$ cat src/rtl/wb_commit_queue.sv
// wb_commit_queue: writeback formatter feeding an in-order DEPTH-entry queue that drains
// through a back-pressurable register-file write port, with retire counter and sticky load error.
module wb_commit_queue #(
    parameter int XLEN  = 32,
    parameter int DEPTH = 2,
    parameter int CNT_W = 32
) (
    input  logic             clk,
    input  logic             rst,
    input  logic             i_valid,
    output logic             o_ready,
    input  logic [6:0]       i_opcode,
    input  logic [2:0]       i_funct3,
    input  logic [4:0]       i_rd,
    input  logic [XLEN-1:0]  i_alu_res,
    input  logic [XLEN-1:0]  i_mem_rdata,
    input  logic [2:0]       i_byte_off,
    input  logic [XLEN-1:0]  i_pc_plus4,
    output logic             o_rf_wr,
    output logic [4:0]       o_rf_waddr,
    output logic [XLEN-1:0]  o_rf_wdata,
    input  logic             i_rf_ready,
    output logic [CNT_W-1:0] o_retire_cnt,
    output logic             o_ld_err
);
    localparam int PW = $clog2(DEPTH);
    localparam logic [6:0] OP_L    = 7'b0000011;
    localparam logic [6:0] OP_S    = 7'b0100011;
    localparam logic [6:0] OP_B    = 7'b1100011;
    localparam logic [6:0] OP_JAL  = 7'b1101111;
    localparam logic [6:0] OP_JALR = 7'b1100111;
    localparam logic IS32 = (XLEN == 32);

    logic [63:0]      w_raw;
    logic [63:0]      w_lane;
    logic [63:0]      w_ext;
    logic [2:0]       w_off;
    logic             w_mis;
    logic             w_is_load;
    logic             w_bad;
    logic             w_we;
    logic [XLEN-1:0]  w_data;
    logic             w_push;
    logic             w_pop;
    logic             w_empty;

    logic [PW-1:0]    r_wp;
    logic [PW-1:0]    r_rp;
    logic [PW:0]      r_count;
    logic [CNT_W-1:0] r_retire;
    logic             r_ld_err;
    logic             r_we   [DEPTH];
    logic [4:0]       r_rd   [DEPTH];
    logic [XLEN-1:0]  r_data [DEPTH];

    // Load formatting is done at 64 bits and truncated, so one path serves both XLEN values.
    assign w_off  = IS32 ? {1'b0, i_byte_off[1:0]} : i_byte_off;
    assign w_raw  = 64'(i_mem_rdata);
    assign w_lane = w_raw >> {w_off, 3'b000};

    always_comb begin
        w_ext = '0;
        w_mis = 1'b0;
        case (i_funct3)
            3'b000: w_ext = {{56{w_lane[7]}}, w_lane[7:0]};
            3'b100: w_ext = {56'd0, w_lane[7:0]};
            3'b001: begin
                w_ext = {{48{w_lane[15]}}, w_lane[15:0]};
                w_mis = w_off[0];
            end
            3'b101: begin
                w_ext = {48'd0, w_lane[15:0]};
                w_mis = w_off[0];
            end
            3'b010: begin
                w_ext = {{32{w_lane[31]}}, w_lane[31:0]};
                w_mis = |w_off[1:0];
            end
            3'b110: begin
                w_ext = {32'd0, w_lane[31:0]};
                w_mis = IS32 | (|w_off[1:0]);
            end
            3'b011: begin
                w_ext = w_lane;
                w_mis = IS32 | (|w_off);
            end
            default: w_mis = 1'b1;
        endcase
    end

    assign w_is_load = (i_opcode == OP_L);
    assign w_bad     = w_is_load & w_mis;
    assign w_we      = ~((i_opcode == OP_B) | (i_opcode == OP_S) | (i_rd == 5'd0) | w_bad);
    assign w_data    = w_bad ? '0 :
                       w_is_load ? w_ext[XLEN-1:0] :
                       ((i_opcode == OP_JAL) | (i_opcode == OP_JALR)) ? i_pc_plus4 : i_alu_res;

    assign w_empty = (r_count == '0);
    assign o_ready = (r_count < (PW+1)'(DEPTH));
    assign w_push  = i_valid & o_ready;
    // Non-writing entries retire without needing the shared port.
    assign w_pop   = ~w_empty & (i_rf_ready | ~r_we[r_rp]);

    assign o_rf_wr      = ~w_empty & r_we[r_rp];
    assign o_rf_waddr   = w_empty ? '0 : r_rd[r_rp];
    assign o_rf_wdata   = w_empty ? '0 : r_data[r_rp];
    assign o_retire_cnt = r_retire;
    assign o_ld_err     = r_ld_err;

    always_ff @(posedge clk) begin
        if (rst) begin
            r_wp     <= '0;
            r_rp     <= '0;
            r_count  <= '0;
            r_retire <= '0;
            r_ld_err <= 1'b0;
        end else begin
            if (w_push) begin
                r_wp <= r_wp + PW'(1);
                if (w_bad) r_ld_err <= 1'b1;
            end
            if (w_pop) begin
                r_rp     <= r_rp + PW'(1);
                r_retire <= r_retire + CNT_W'(1);
            end
            r_count <= r_count + (PW+1)'(w_push) - (PW+1)'(w_pop);
        end
    end

    always_ff @(posedge clk) begin
        if (w_push) begin
            r_we[r_wp]   <= w_we;
            r_rd[r_wp]   <= i_rd;
            r_data[r_wp] <= w_data;
        end
    end
endmodule
$ cat config.mk
export PLATFORM = sky130hd
export DESIGN_NAME = wb_commit_queue
export DESIGN_NICKNAME = d
export VERILOG_FILES = /design/src/rtl/wb_commit_queue.sv
export SDC_FILE = /design/constraint.sdc
export NUM_CORES = 1
export LEC_CHECK = 0
export BUFFER_PORTS_ARGS = -buffer_cell sky130_fd_sc_hd__buf_2
export CORE_UTILIZATION = 56
export DETAILED_ROUTE_END_ITERATION = 7
export PLACE_DENSITY = 0.86
export SYNTH_ARGS = -nofsm -noshare
export SYNTH_HDL_FRONTEND = slang
export SYNTH_SLANG_ARGS = --single-unit
$ cat constraint.sdc
create_clock -name clk -period 5.7 [get_ports clk]
set_input_delay 0.285 -clock clk [delete_from_list [all_inputs] [get_ports clk]]
set_output_delay 0.285 -clock clk [all_outputs]
set_load 0.05 [all_outputs]
### After elaboration in Yosys (flattened, before gate mapping)

Memories as Yosys holds them, arrays and structs flattened. A register that Yosys moved wholly into a read port is not among the register bits.
Index checks and enable logic that the tools add are counted.

* input port bits: 118
* RAM bits: 76
* output and inout port bits: 72
* word-level logic and storage cells: 60
* register bits: 37
* memories kept: 3

Memories
* r_data: words 2, width 32, read ports 1, clocked after memory_dff 1, write ports 1, line 54 `logic [XLEN-1:0] r_data [DEPTH];`
* r_rd: words 2, width 5, read ports 1, clocked after memory_dff 1, write ports 1, line 53 `logic [4:0] r_rd [DEPTH];`
* r_we: words 2, width 1, read ports 1, clocked after memory_dff 1, write ports 1, line 52 `logic r_we [DEPTH];`

* equality and inequality tests: 11
* muxes and demuxes: 15
* $add $sub $neg: 5
* magnitude comparators: 1
* shift-type cells: 1
* bitwise operators: 12
* reduce and logical (&&, ||, !) cells: 7

Operator list (number)
* case mux 32 bit (7 select lines): 1
* 2-to-1 mux 32 bit: 4
* adder 32 x 1 -> 32 bit, second input constant: 1
* >> shifter 32 x 5 -> 32 bit: 1
* == test 7 bit, second input constant: 3
* == test 3 bit, second input constant: 3
* 2-to-1 mux 1 bit: 8
* == test 7 x 2 -> 1 bit, second input constant: 1
* == test 7 x 6 -> 1 bit, second input constant: 1
* == test 3 x 2 -> 1 bit, second input constant: 2
* OR reduction 2 bit: 3
* logical NOT 5 bit: 1
* 2-to-1 mux 5 bit: 1
* OR 1 bit: 5
* bitwise AND 1 bit: 4
* == test 3 x 1 -> 1 bit, second input constant: 1
* logical NOT 3 bit: 1
* inverter 1 bit: 3
* case mux 1 bit (3 select lines): 1
* adder 1 bit, second input constant: 2
* adder 2 x 1 -> 2 bit: 1
* logical NOT 2 bit: 1
* < comparator 2 bit, second input constant: 1
* AND reduction 2 bit: 1
* subtractor 2 x 1 -> 2 bit: 1

### Depth between registers and ports, before layout

Gate-level depths: netlist of run 1.

* depth after elaboration: 6
* gate-level depth with buffers: 9
* mapped depth without buffers: 9

### Worst setup path after synthesis of run 1

No wires, ideal clock.

* path type: reg-to-reg
* from: reg r_count[1]
* to: mem r_data[0][0], enable pin
* clock period less this slack: 2794 ps
* stages on the path, launching flop included: 3
* arrival: 2356 ps
* slack: 2906 ps
* cell sequence: dfxtp_1 > nor2b_1 > nor2b_1

* word-level cells in the longest chain between the ends: 4

RTL lines
* start, declared: line 49 `logic [PW:0] r_count;`
* start signal, assigned: line 126 `r_count <= r_count + (PW+1)'(w_push) - (PW+1)'(w_pop);`
* < comparator 2 bit: line 99 `assign o_ready = (r_count < (PW+1)'(DEPTH));`
* bitwise AND 1 bit: line 100 `assign w_push = i_valid & o_ready;`
* net w_push: line 43 `logic w_push;`
* 2-to-1 mux 1 bit: line 131 `if (w_push) begin`
* 2-to-1 mux 1 bit (not written as such): line 134 `r_data[r_wp] <= w_data;`
* end, declared: line 54

The timed path passes the listed nets, and every way through them passes these cells.

==> results of run 1 <==
==> through the flow <==
stage / setup WS, ns / power, mW / hold WS (ns) / util [%] / instances
2_1_floorplan: 2.906 / 1.922 / 0.3839 / - / 570
3_3_place_gp: 3.041 / 2.195 / 0.4474 / 67.87 / 851
3_5_place_dp: 2.988 / 2.217 / 0.4870 / 67.87 / 851
4_1_cts: 3.273 / 3.249 / 0.1758 / 73.98 / 888
5_1_grt: 3.164 / 3.354 / 0.2257 / 73.98 / 888
6_report: 3.286 / 3.236 / 0.2165 / 73.98 / 888
==> worst register-to-register path, cell delays in order (launching register included) <==
cell	delay [ns]
dfxtp_2	0.36
mux2i_4	0.42
o211ai_2	0.50
nor4_1	0.53
mux2_2	0.38
==> state kept, by name, indices dropped and copies added, names as in the netlist, named ones only <==
name	flops
o_retire_cnt	32
r_rp	1
o_ld_err	1
r_data	64
r_count	2
r_rd	10
r_wp	1
r_we	2
==> cell usage after synthesis, types with 2 or more instances <==
| library cell | instances |
|---|---|
| a21oi_1 | 28 |
| a31oi_1 | 9 |
| a32oi_1 | 8 |
| and2_1 | 4 |
| and3_1 | 4 |
| and4_1 | 4 |
| buf_1 | 4 |
| buf_2 | 18 |
| clkbuf_1 | 22 |
| dfxtp_1 | 38 |
| edfxtp_1 | 76 |
| ha_1 | 3 |
| inv_1 | 6 |
| mux2_2 | 13 |
| mux2i_1 | 87 |
| mux4_2 | 2 |
| nand2_1 | 14 |
| nand3_1 | 12 |
| nand3b_1 | 2 |
| nand4_1 | 9 |
| nor2_1 | 63 |
| nor2b_1 | 10 |
| nor3_1 | 14 |
| nor4_1 | 2 |
| o2111ai_1 | 2 |
| o211ai_1 | 5 |
| o21ai_0 | 14 |
| o22ai_1 | 32 |
| o2bb2ai_1 | 8 |
| o31ai_1 | 15 |
| or3_1 | 4 |
| or4_1 | 15 |
| xnor2_1 | 3 |
| xor2_1 | 8 |
==> metal layers <==
metal	GRT usage, %	wire length (microns)	vias up
met2	50.00	8323	296
met3	5.289	1239	44
met5	0	0	-
met1	34.80	6182	2603
li1	-	-	2541
met4	14.48	463	0
==> final cells by class <==
type | instances | share of cell area (%)
well taps | 136 | 2.199
repair buffers | 195 | 13.00
clock inverters | 9 | 1.309
multi-input cells | 405 | 37.57
inverters | 6 | 0.2910
flip-flops and latches | 114 | 39.33
clock buffers | 23 | 6.305
==> path summary, 6_finish.rpt <==
kind | end | cells after the start
worst min register to register | o_retire_cnt[18] | 2
worst min-delay path | r_data[1][10] | 3
worst max register to register | o_retire_cnt[29] | 4
worst max-delay path | o_rf_wdata[12] | 4
==> power by group through the flow <==
stage	sequential, mW	clock, mW	combinational, mW
CTS	1.03	1.04	1.18
finish	1.03	1.03	1.17
global route	1.04	1.08	1.24
global placement	1.04	0	1.15
detailed placement	1.05	0	1.17
floorplan	1.05	0	0.870
==> logic make-up after synthesis <==
family	count (synthesis)
simple gates	163
flops	114
buf+inv	51
compound gates	125
fa+ha+maj	3
xor+xnor	11
mux	103
==> timing repair <==
| action | 4_1_cts | 5_1_grt |
|---|---|---|
| endpoints found under the hold margin | 10 | 0 |
| hold buffers | 5 | 0 |
| gates resized for setup | 0 | 0 |
==> key figures, run 1 <==
Run status
  – Status: completed

Worst setup path
  – Critical Path Fanout Max: 37
  – Crit path buf inv count: 2
  – WP data arrival: 2.13 ns
  – Critical Path Start Type: flip-flop
  – Worst endpoint required time: 5.41 ns
  – CP top delay family: buffers and inverters
  – R2R setup slack: 3.40 ns
  – Slowest-stage cell, CP: buf_4
  – CP cell instances: buf_4 -> mux2i_1 -> nor2_1 -> buf_2
  – CP Capture Type: output pin
  – Crit path largest cell delay: 0.54 ns
  – Crit Path Class: reg -> out

Floorplan
  – Die width: 106.7 microns
  – Rows: 37
  – Total Die Area: 11390 sq um
  – # IOs: 190
  – Initial Util: 58.68%
  – Core Region: 10460 sq um
  – Die Ht: 106.7 microns

Global route
  – First-pass GRT wire length: 25430 microns
  – Grt total ovfl: 0
  – Initial antenna violation count: 0
  – Vias in the first global route: 5225
  – All-Layer GR Usage: 29.02%
  – Largest net degree at the start of global routing: 45

Power
  – Comb pwr share: 36.2%
  – Part of the power in registers: 31.8%
  – Net Sw Frac: 38.94%
  – Peak VDD IR: 0.0002468 V
  – Clk pwr share: 32.0%
  – Pint: 1.976 mW
  – Pwr Density: 418.1 nW/um^2
  – Pleak: 3.016 nW
  – P_sw: 1.260 mW

Cells and area
  – Sequential Area: 3044 sq um
  – # fillers: 728
  – Net count, final: 860
  – Area Overhead vs Synth: 26.06%
  – Multi-input gate area: 2908 sq um
  – Fraction of layout cells with a size suffix above 1: 32.45%
  – # diodes: 0
  – Most common cell after layout, fill and taps aside: buf_2
  – Most frequent cells in the layout: buf_2 (188), mux2i_1 (87), edfxtp_1 (76)
  – Post-route cell area: 7740 sq um

Route
  – Router iterations before antenna repair: 5
  – Routed Antenna Nets: 0
  – Vias/cell: 6.176
  – DRC: 0
  – DR WL/cell: 18.25 microns
  – Starting DRT DRC Count: 345
  – Via Count: 5484
  – Drt total wl: 16210 microns

Synth
  – Synth unique cells: 46
  – Top cell type's share of synthesized area: 37.17%
  – Post-synth EDFFs: 76
  – Synth Area in XOR/XNOR: 1.569%
  – Post-synth ARST share: 0%
  – Ys Warns: 0
  – Mean Syn Cell Area: 10.77 sq um
  – Cell area after synthesis: 6140 sq um
  – Main synth FF type: edfxtp_1
  – Largest family of logic cells by synthesized area: multiplexers
  – Post-Synth Adder-Cell Area: 0.6114%
  – Mux cell area share after synthesis: 17.67%
  – Top cells by area, synth: edfxtp_1 (37%), mux2i_1 (14%), dfxtp_1 (12%)
  – Dominant cell type by area after synthesis: edfxtp_1
  – Synth Area in Compound Gates: 13.23%
  – Synthesized flop and latch total: 114
  – Register area share after synthesis: 49.56%
  – Syn Inst Count: 570
  – Post-Synth Simple-Gate Area: 13.76%
  – Synthesized Nets: 691

STA
  – Peak Freq: 0.4142 GHz
  – RSZ-0062 raised after global routing: no
  – Worst slew margin: 23.37%
  – Fin Clk Skew: 0.008880 ns
  – Fin. max-slew vios: 0
  – Worst-Margin Slew: 1.147 ns
  – Hold Vio Cnt, Final: 0
  – Min cycle time layout: 2.414 ns
  – Final setup TNS: 0 ns
  – Final setup viols: 0
  – Fin crit share: 42.36%

CTS
  – H-tree depth: 4
  – CTS Buffer Depth: 2
  – CTS tree: built
  – CTS sink cnt: 114
  – TritonCTS Buffers: 17
  – Worst-Skew Late Latency: 0.52 ns
  – Setup bufs post-CTS: 0
  – Root buffer cell: clkbuf_8
  – Reg clk slew, reported paths: 0.06 ns

Flow run
  – Max_cap viols: 0

Placement
  – GP Congestion: 0.8805
  – Port buffer count: 188
  – Placed Instance Area: 7101 sq um
  – Post-DP HPWL: 11360 microns

Min path
  – Hold crit path type: in -> reg
  – Worst Hold Launch: i_alu_res[10]
No activity file was read; power rests on OpenSTA's default activity.
==> run 2: changes to the inputs <==
--- a/config.mk
+++ b/config.mk
@@ -6,9 +6,9 @@
 export NUM_CORES = 1
 export LEC_CHECK = 0
 export BUFFER_PORTS_ARGS = -buffer_cell sky130_fd_sc_hd__buf_2
-export CORE_UTILIZATION = 56
+export CORE_UTILIZATION = 52
 export DETAILED_ROUTE_END_ITERATION = 7
-export PLACE_DENSITY = 0.86
+export PLACE_DENSITY = 0.81
 export SYNTH_ARGS = -nofsm -noshare
 export SYNTH_HDL_FRONTEND = slang
 export SYNTH_SLANG_ARGS = --single-unit
==> constraint.sdc (replaced) <==
create_clock -name clk -period 2.3 [get_ports clk]
set_input_delay 0.115 -clock clk [delete_from_list [all_inputs] [get_ports clk]]
set_output_delay 0.115 -clock clk [all_outputs]
set_load 0.05 [all_outputs]
==> run 2 against run 1 <==
Global-route usage shrank 1.7 points. Cell count up 2.6%. Utilization decreased by 4.3 points. Sequential power up 150%. Routed wire length is 2.1% higher. Die area is 7.5% higher. Register-to-register slack worse by 3.2 ns. Via count is 1.5% lower. Non-clock buffer count is 16 higher. Worst setup slack lost 3.1 ns. Clock-buffer cell count unchanged. Critical path type unchanged. Critical endpoint is now o_rf_wdata[1].
==> key figures, run 2 (synthesis results as in run 1) <==
STA
  – RSZ-0062 raised after global routing: no
  – Final setup TNS: 0 ns
  – Min cycle time layout: 2.106 ns
  – Worst slew margin: 23.46%
  – Hold Vio Cnt, Final: 0
  – Fin crit share: 91.57%
  – Peak Freq: 0.4748 GHz
  – Fin. max-slew vios: 0
  – Final setup viols: 0
  – Fin Clk Skew: 0.007353 ns
  – Worst-Margin Slew: 1.143 ns
  – WHS: 0.1503 ns

Cells and area
  – Area Overhead vs Synth: 30.12%
  – Sequential Area: 3044 sq um
  – # fillers: 844
  – Most frequent cells in the layout: buf_2 (188), mux2i_1 (87), edfxtp_1 (76)
  – Util after Layout: 69.67%
  – Number of flip-flops in the largest register: 64
  – Most common cell after layout, fill and taps aside: buf_2
  – Post-route cell area: 7989 sq um
  – Net count, final: 876
  – Multi-input gate area: 2908 sq um
  – Biggest register: r_data
  – Fin cells: 911
  – Fraction of layout cells with a size suffix above 1: 34.24%
  – # diodes: 0

CTS
  – CTS sink cnt: 114
  – CTS tree: built
  – CTS Buffer Depth: 2
  – Worst-Skew Late Latency: 0.41 ns
  – TritonCTS Buffers: 17
  – H-tree depth: 4
  – Post-cts resize count: 0
  – Reg clk slew, reported paths: 0.06 ns
  – Root buffer cell: clkbuf_16

Worst setup path
  – Critical Path Sink: o_rf_wdata[1]
  – WP data arrival: 1.99 ns
  – R2r endpoint: o_retire_cnt[16]
  – Critical Path Start Type: flip-flop
  – CP Capture Type: output pin
  – Crit Path Class: reg -> out
  – Worst endpoint required time: 2.18 ns
  – Critical Path Fanout Max: 37
  – R2r worst-path depth: 5
  – R2R setup slack: 0.22 ns

Placement
  – GP Congestion: 0.9059
  – Post-DP HPWL: 12240 microns
  – Placed Instance Area: 7267 sq um
  – Placed Cells: 874
  – Port buffer count: 188

Run status
  – Status: completed

Route
  – Drt total wl: 16550 microns
  – Vias/cell: 5.929
  – Starting DRT DRC Count: 437
  – Routed Antenna Nets: 0
  – DR WL/cell: 18.17 microns
  – Via Count: 5401
  – DRC: 0
  – Router iterations before antenna repair: 5

Global route
  – Grt total ovfl: 0
  – Vias in the first global route: 5210
  – Largest net degree at the start of global routing: 45
  – First-pass GRT wire length: 26300 microns
  – Initial antenna violation count: 0
  – All-Layer GR Usage: 27.35%

Min path
  – Hold crit path type: in -> reg
  – Worst Hold Launch: i_alu_res[5]

Floorplan
  – Die Ht: 110.7 microns
  – # IOs: 190
  – Total Die Area: 12250 sq um
  – Die width: 110.7 microns
  – Core Region: 11470 sq um
  – Rows: 39
  – Initial Util: 53.54%

Power
  – Pleak: 3.150 nW
  – Peak VDD IR: 0.0007538 V
  – Pwr Density: 1055 nW/um^2

Flow run
  – Max_cap viols: 0
run 2: report_power, final:
| group | leakage (nW) | switching (mW) | internal, mW |
|---|---|---|---|
| combinational | 1.80 | 2.17 | 0.844 |
| clock | 0.335 | 0.917 | 1.95 |
| sequential | 1.01 | 0.0977 | 2.45 |
run 2: worst min-delay path by stage:
| stage | endpoint | slack [ns] | cells past startpoint |
|---|---|---|---|
| 6_report | r_data[0][5] | 0.15 | 3 |
| 5_1_grt | r_data[0][5] | 0.13 | 3 |
| 3_5_place_dp | r_rd[0][2] | 0.32 | 1 |
| 4_1_cts | r_data[1][3] | 0.12 | 3 |
| 3_3_place_gp | r_rd[0][2] | 0.32 | 1 |
| 2_1_floorplan | r_rd[0][0] | 0.21 | 0 |
run 2: critical path: stages (launching register included):
cell	delay, ns
dfxtp_2	0.36
buf_4	0.53
mux2i_1	0.18
nor2_1	0.20
buf_2	0.30
run 2: through the flow:
stage	total power [mW]	setup WS, ns
floorplan	4.761	0.1415
global placement	5.545	0.3332
detailed placement	5.603	0.2558
CTS	8.471	0.1813
global route	8.742	0.07989
finish	8.426	0.1939
run 2: per-layer routing:
metal,wire length [microns],share of wire (%),global-route usage [%]
met1,6870,42,34.52
met4,323,2.0,10.04
met2,8172,49,45.63
met3,1183,7.1,6.561
met5,0,0,0
run 2: layout make-up:
class | count | share of cell area, %
inverters | 6 | 0.2819
repair buffers | 211 | 14.57
clock buffers | 23 | 7.063
flip-flops and latches | 114 | 38.10
multi-input cells | 405 | 36.40
well taps | 143 | 2.240
clock inverters | 9 | 1.347
run 2: repair_timing:
action                                 in CTS  in global routing
hold buffers                                5                  0
setup endpoints to repair                   0                  0
setup buffers                               0                  0
endpoints found under the hold margin      10                  0
